$ cat config.mk
export PLATFORM = sky130hd
export DESIGN_NAME = bcd_updown_counter_flat
export DESIGN_NICKNAME = d
export VERILOG_FILES = /design/src/rtl/counter_pkg.sv /design/src/rtl/bcd_updown_counter_if.sv /design/src/rtl/bcd_digit.sv /design/src/rtl/bcd_updown_counter.sv /design/src/flat_wrapper.sv
export SDC_FILE = /design/constraint.sdc
export NUM_CORES = 1
export LEC_CHECK = 0
export CAP_MARGIN = 25
export CORE_MARGIN = 3
export CORE_UTILIZATION = 30
export CTS_CLUSTER_DIAMETER = 80
export DETAILED_ROUTE_END_ITERATION = 12
export GPL_TIMING_DRIVEN = 0
export HOLD_SLACK_MARGIN = 0.02
export SETUP_SLACK_MARGIN = 0.4
export SLEW_MARGIN = 20
export SYNTH_ARGS = -nofsm -noshare
export SYNTH_HDL_FRONTEND = slang
export SYNTH_SLANG_ARGS = --single-unit
$ cat constraint.sdc
create_clock -name CLK -period 4.8 [get_ports CLK]
set_clock_uncertainty 0.2 [all_clocks]
set_input_delay 0.96 -clock CLK [delete_from_list [all_inputs] [get_ports CLK]]
set_output_delay 0.96 -clock CLK [all_outputs]
set_load 0.02 [all_outputs]
$ cat src/rtl/counter_pkg.sv
// Shared definitions for the BCD up/down counter slice.
// Holds the digit width, the BCD terminal values and small nibble helpers
// used by both the per-digit cell and the top-level chain logic.
package counter_pkg;

    localparam int          DIGIT_W = 4;
    localparam logic [3:0]  BCD_MAX = 4'd9;
    localparam logic [3:0]  BCD_MIN = 4'd0;

    // A nibble above 9 is not a legal BCD digit.
    function automatic logic bcd_invalid(input logic [DIGIT_W-1:0] nib);
        return (nib > BCD_MAX);
    endfunction

    // Illegal nibbles collapse to zero; legal ones pass through unchanged.
    function automatic logic [DIGIT_W-1:0] bcd_sanitize(input logic [DIGIT_W-1:0] nib);
        if (bcd_invalid(nib)) begin
            return BCD_MIN;
        end else begin
            return nib;
        end
    endfunction

endpackage

$ cat src/rtl/bcd_updown_counter_if.sv
// Control/status bundle of the BCD up/down counter.
//   CLR, LOAD, LDVAL, EN, UP : controls driven by the master
//   Q, TC, OVF               : count, terminal count and sticky wrap flag
// master: drives controls, observes status.  slave: the counter itself.
interface bcd_updown_counter_if #(
    parameter int DIGITS = 4
);
    logic                  CLR;
    logic                  LOAD;
    logic [4*DIGITS-1:0]   LDVAL;
    logic                  EN;
    logic                  UP;
    logic [4*DIGITS-1:0]   Q;
    logic                  TC;
    logic                  OVF;

    modport master (
        output CLR, LOAD, LDVAL, EN, UP,
        input  Q, TC, OVF
    );

    modport slave (
        input  CLR, LOAD, LDVAL, EN, UP,
        output Q, TC, OVF
    );

endinterface

$ cat src/rtl/bcd_digit.sv
// One BCD digit cell of the up/down counter.
//   CLK, RSTdash : clock and asynchronous active-low reset
//   clr, load    : synchronous clear / parallel load (clear wins)
//   ldval        : load nibble, illegal values load as 0
//   step         : advance this digit by one in direction up
//   q            : registered digit value
//   term         : q==9 when counting up, q==0 when counting down
module bcd_digit
    import counter_pkg::*;
(
    input  logic               CLK,
    input  logic               RSTdash,
    input  logic               clr,
    input  logic               load,
    input  logic [DIGIT_W-1:0] ldval,
    input  logic               step,
    input  logic               up,
    output logic [DIGIT_W-1:0] q,
    output logic               term
);

    logic [DIGIT_W-1:0] q_r;
    logic [DIGIT_W-1:0] q_next_s;

    // Next digit value: clear > load > step > hold.
    always_comb begin
        q_next_s = q_r;
        if (clr) begin
            q_next_s = BCD_MIN;
        end else if (load) begin
            q_next_s = bcd_sanitize(ldval);
        end else if (step) begin
            if (up) begin
                // 9 and any corrupted value both roll to 0
                if (q_r >= BCD_MAX) begin
                    q_next_s = BCD_MIN;
                end else begin
                    q_next_s = q_r + 4'd1;
                end
            end else begin
                // A corrupted value is forced to 0 rather than borrowing
                if (bcd_invalid(q_r)) begin
                    q_next_s = BCD_MIN;
                end else if (q_r == BCD_MIN) begin
                    q_next_s = BCD_MAX;
                end else begin
                    q_next_s = q_r - 4'd1;
                end
            end
        end else begin
            q_next_s = q_r;
        end
    end

    // Digit register.
    always_ff @(posedge CLK or negedge RSTdash) begin
        if (!RSTdash) begin
            q_r <= BCD_MIN;
        end else begin
            q_r <= q_next_s;
        end
    end

    // Terminal value in the current direction.
    always_comb begin
        term = 1'b0;
        if (up) begin
            term = (q_r == BCD_MAX);
        end else begin
            term = (q_r == BCD_MIN);
        end
    end

    assign q = q_r;

endmodule

$ cat src/rtl/bcd_updown_counter.sv
// Multi-digit synchronous BCD up/down counter.
//   CLK, RSTdash : clock and asynchronous active-low reset
//   bus (slave)  : CLR/LOAD/LDVAL/EN/UP controls, Q count, TC terminal
//                  count (combinational), OVF sticky wrap flag (registered)
// Digits are chained ripple-free: each digit steps when EN is high and every
// lower digit sits at its terminal value (or holds a corrupted value, which
// carries/borrows as if it were terminal).
module bcd_updown_counter
    import counter_pkg::*;
#(
    parameter int DIGITS = 4
) (
    input  logic                   CLK,
    input  logic                   RSTdash,
    bcd_updown_counter_if.slave    bus
);

    localparam int QW = DIGIT_W * DIGITS;

    logic [QW-1:0]     q_s;
    logic [DIGITS-1:0] term_s;
    logic [DIGITS-1:0] chain_s;
    logic [DIGITS-1:0] step_s;
    logic              all_term_s;
    logic              ovf_r;
    logic              ovf_next_s;

    for (genvar g = 0; g < DIGITS; g++) begin : g_digit
        bcd_digit u_digit (
            .CLK     (CLK),
            .RSTdash (RSTdash),
            .clr     (bus.CLR),
            .load    (bus.LOAD),
            .ldval   (bus.LDVAL[g*DIGIT_W +: DIGIT_W]),
            .step    (step_s[g]),
            .up      (bus.UP),
            .q       (q_s[g*DIGIT_W +: DIGIT_W]),
            .term    (term_s[g])
        );

        // Carry/borrow propagates through terminal and corrupted digits.
        assign chain_s[g] = term_s[g] | bcd_invalid(q_s[g*DIGIT_W +: DIGIT_W]);
    end

    // Step enables: digit i moves when all digits below it propagate.
    always_comb begin
        logic acc;
        acc    = 1'b1;
        step_s = {DIGITS{1'b0}};
        for (int i = 0; i < DIGITS; i++) begin
            step_s[i] = bus.EN & acc;
            acc       = acc & chain_s[i];
        end
    end

    assign all_term_s = &term_s;

    // Sticky wrap flag: cleared by clear/load, set on a full-range wrap.
    always_comb begin
        ovf_next_s = ovf_r;
        if (bus.CLR) begin
            ovf_next_s = 1'b0;
        end else if (bus.LOAD) begin
            ovf_next_s = 1'b0;
        end else if (bus.EN && all_term_s) begin
            ovf_next_s = 1'b1;
        end else begin
            ovf_next_s = ovf_r;
        end
    end

    // Wrap flag register.
    always_ff @(posedge CLK or negedge RSTdash) begin
        if (!RSTdash) begin
            ovf_r <= 1'b0;
        end else begin
            ovf_r <= ovf_next_s;
        end
    end

    assign bus.Q   = q_s;
    assign bus.OVF = ovf_r;
    // Deliberately not gated by CLR/LOAD; consumers qualify it.
    assign bus.TC  = bus.EN & all_term_s;

endmodule
$ cat src/flat_wrapper.sv
// flat-port wrapper written by rule: the top's interface ports become plain ports
module bcd_updown_counter_flat import counter_pkg::*;
#(
    parameter int DIGITS = 4
)
  (CLK, RSTdash, bus_CLR, bus_LOAD, bus_LDVAL, bus_EN, bus_UP, bus_Q, bus_TC, bus_OVF);
  bcd_updown_counter_if #(.DIGITS(DIGITS)) bus_i ();
  input  logic CLK;
  input  logic RSTdash;
  input wire logic [$bits(bus_i.CLR)-1:0] bus_CLR;
  input wire logic [$bits(bus_i.LOAD)-1:0] bus_LOAD;
  input wire logic [$bits(bus_i.LDVAL)-1:0] bus_LDVAL;
  input wire logic [$bits(bus_i.EN)-1:0] bus_EN;
  input wire logic [$bits(bus_i.UP)-1:0] bus_UP;
  output wire logic [$bits(bus_i.Q)-1:0] bus_Q;
  output wire logic [$bits(bus_i.TC)-1:0] bus_TC;
  output wire logic [$bits(bus_i.OVF)-1:0] bus_OVF;
  assign bus_i.CLR = bus_CLR;
  assign bus_i.LOAD = bus_LOAD;
  assign bus_i.LDVAL = bus_LDVAL;
  assign bus_i.EN = bus_EN;
  assign bus_i.UP = bus_UP;
  assign bus_Q = bus_i.Q;
  assign bus_TC = bus_i.TC;
  assign bus_OVF = bus_i.OVF;
  bcd_updown_counter #(.DIGITS(DIGITS)) u_core (.CLK(CLK), .RSTdash(RSTdash), .bus(bus_i));
endmodule
==> flow_metrics.env <==
export IMPL_outcome="completed"
export IMPL_cts_root_buf="clkbuf_8"
export IMPL_fp_dieH_um=86.5
export IMPL_grt_usage_pct=16.1
export IMPL_globalplace_congestion=0.816
export IMPL_cts_buffer_depth=2
export IMPL_seq_area_frac_synth_pct=21.9
export IMPL_io_buffers=37
export IMPL_post_route_min_period_ns=4.16
export IMPL_ys_async_sr_fraction_pct=100
export IMPL_row_count=28
export IMPL_ys_warn_count=0
export IMPL_diodes=0
export IMPL_design_area_sq_mm=0.00246
export IMPL_required_ns=3.64
export IMPL_fin_crit_sh_pct=86.7
export IMPL_synth_edff_count=0
export IMPL_overflow=0
export IMPL_cts_hold_buf=0
export IMPL_syn_avg_cell_area_sq_um=8.10
export IMPL_synthXorXnorAreaFrac_pct=0.901
export IMPL_hpwl_um=4430
export IMPL_worstSkewPairLatency_ns=0.26
export IMPL_cts_tree="done"
export IMPL_crit_type="in -> out"
export IMPL_antenna_found_initial=0
export IMPL_crit_fanout=10
export IMPL_synth_mux_area_fraction_pct=2.25
export IMPL_ys_ff_latch=17
export IMPL_drv_slew=0
export IMPL_cts_buffers=3
export IMPL_tns_ns=0
export IMPL_leakagePower_nw=0.958
export IMPL_synthAdderAreaFrac_pct=10.3
export IMPL_drc_errors=0
export IMPL_crit_start="bus_UP"
export IMPL_rrSetupSlack_ns=2.27
export IMPL_rr_startpoint="u_core.g_digit[1].u_digit.q[0]$_DFFE_PN0P_"
export IMPL_rr_worst_depth=7
export IMPL_relSlewSlack_pct=39.2
export IMPL_hold_class="reg -> reg"
export IMPL_finalHoldViolCount=0
export IMPL_final_layout_size_suffix_gt1_share_pct=8.19
export IMPL_grt_setup_unrepaired="false"
export IMPL_synth_compound_area_share_pct=37.5
export IMPL_syn_nets=278
export IMPL_die_w_um=86.5
export IMPL_cp_data_arrival_time_ns=3.00
export IMPL_n_fill_cell=656
export IMPL_tightest_slew_ns=0.909
export IMPL_cts_setup_buffers=0
export IMPL_vdd_ir_drop_max_uv=146
export IMPL_yosys_area_share_simple_pct=19.0
export IMPL_synth_top_family_by_area="compound AO/OA/AOI/OAI gates"
export IMPL_setup_viol=0
export IMPL_final_nets=320
export IMPL_clk_pin_slew_ns=0.08
export IMPL_routed_wl_um=5830
export IMPL_end_kind="primary output"
export IMPL_min_to="u_core.bus.OVF$_DFFE_PN0P_"
export IMPL_syn2layout_area_growth_pct=26.4
export IMPL_h_tree_depth=1
export IMPL_synth_distinct_cells=63
export IMPL_core_sq_mm=0.00610
export IMPL_critPathLaunchType="primary input"
export IMPL_drt_wirelength_per_cell_um=16.4
export IMPL_firstDrtPassIters=4
export IMPL_start_util_pct=31.9
export IMPL_cts_sinks=17
export IMPL_via_count=2061
export IMPL_r2r_end="u_core.g_digit[2].u_digit.q[0]$_DFFE_PN0P_"
export IMPL_synth_cell_area_sq_mm=0.00194
export IMPL_ant_nets=0
export IMPL_dpl_worst_slack_ns=0.236
export IMPL_clock_fmax_mhz=240
export IMPL_io_pins=40
export IMPL_synthFlopType="dfrtp_1"
export IMPL_worst_slack_ns=0.637
export IMPL_die_area_sq_mm=0.00748
export IMPL_min_delay_start="u_core.bus.OVF$_DFFE_PN0P_"
export IMPL_grt_max_degree=18
export IMPL_drt_initial_drc_count=150
export IMPL_whs_path_depth=1
export IMPL_viasPerCell=5.79
export IMPL_power_density_mw_per_mm2=220
export IMPL_dpl_cell_area_sq_mm=0.00241
export IMPL_max_cap_violations=0
export IMPL_grt_pass1_wl_um=9800
export IMPL_syn_inst=240
export IMPL_grt_pass1_vias=1986
-- cell usage in the layout (no fill, tap or decap), drive strengths merged, types with 2 or more instances in the layout --
cell type,netlist,final
a31oi,7,7
a311oi,3,3
clkdlybuf4s50,0,36
o21a,3,3
o21ai,21,21
nand4,3,3
xnor2,2,2
o311ai,5,5
nand2,7,7
a211oi,8,8
and3,4,4
nor3,5,5
inv,23,23
nand2b,7,7
o21bai,4,4
ha,16,16
nor3b,2,2
buf,7,7
clkbuf,8,12
o211ai,3,3
or3b,3,3
o31ai,3,3
a32oi,2,2
a221oi,4,4
nor2,12,12
a21o,2,2
a21oi,17,17
mux2,3,3
o41ai,5,5
dfrtp,17,17
nand3,10,10
nor4b,3,3
-- logic make-up (layout without fill, tap and decap cells) --
| family | count (synthesis) | in the layout |
|---|---|---|
| AOI/OAI and AO/OA | 99 | 99 |
| and+or+nand+nor | 64 | 64 |
| buffers and inverters | 38 | 79 |
| DFF | 17 | 17 |
| adders and majority gates | 16 | 16 |
| muxes | 4 | 4 |
| xor gates and xnor gates | 2 | 2 |
-- timing repair --
| action | CTS | global route |
|---|---|---|
| gates cloned | 0 | 0 |
| gates resized for setup | 1 | 1 |
| endpoints found under the setup margin | 1 | 1 |
-- through the flow --
stage	total power, W	hold WS [ns]	instances	utilization, %
after floorplan	0.000335	0.409	240	-
after global placement	0.000421	0.279	352	39.5
after detailed placement	0.000423	0.289	352	39.5
after CTS	0.000541	0.307	356	40.2
after global routing	0.000583	0.351	356	40.3
final	0.000540	0.305	356	40.3
-- cell type report --
class                           instances  area [sq um]  area share [%]
Buffer                                 15          71.3            2.90
Multi-Input combinational cell        185          1370            55.6
Sequential cell                        17           425            17.3
Clock buffer                            4          45.0            1.83
Timing Repair Buffer                   37           369            15.0
Inverter                               23          86.3            3.51
Tap cell                               75          93.8            3.82
-- synth_stat cells, types with 3 or more instances --
master	instances	area, sq um
nor2_1	11	41.3
nor3_1	5	25.0
dfrtp_1	17	425
o21bai_1	3	22.5
a31oi_1	7	43.8
o311ai_0	5	43.8
inv_1	22	82.6
buf_2	6	30.0
ha_1	16	200
o211ai_1	3	22.5
a221oi_1	3	26.3
o21a_1	3	22.5
mux2_1	3	33.8
nand2_1	7	26.3
a211oi_1	6	45.0
a311oi_1	3	26.3
o41ai_1	4	35.0
clkbuf_1	8	30.0
nand4_1	3	18.8
o21ai_0	21	105
a21oi_1	16	80.1
nand2b_1	7	43.8
o31ai_1	3	22.5
nand3_1	10	50.1
and3_1	4	25.0
-- worst max-delay path: stages --
cell             delay, ns
clkdlybuf4s50_1       0.62
buf_2                 0.30
nand3_1               0.14
nor4b_1               0.27
a31oi_1               0.12
nor4_2                0.22
dlygate4sd2_1         0.37
-- registers in the layout, indices dropped and copies added, names as in the netlist --
name / flops
u_core.g_digit.u_digit.q: 16
u_core.bus.OVF: 1
-- layer usage --
| layer | wire (um) | global-route usage (%) |
|---|---|---|
| met3 | 298 | 3.80 |
| met1 | 2870 | 22.6 |
| met5 | 0 | 0 |
| met2 | 2610 | 25.7 |
| met4 | 55 | 2.27 |
-- report_power, final --
group	switching, W	internal, W
clock	0.0000569	0.0000591
sequential	0.0000169	0.000155
combinational	0.000143	0.000109
total	0.000217	0.000323
-- worst max-delay path by stage --
stage,to,slack (ns),depth (start not counted)
2_1_floorplan,bus_TC,1.42,5
3_3_place_gp,bus_TC,0.29,7
3_5_place_dp,bus_TC,0.24,7
4_1_cts,bus_TC,0.56,7
5_1_grt,bus_TC,0.41,7
6_report,bus_TC,0.64,7
Power figures use the tool's default switching activity.
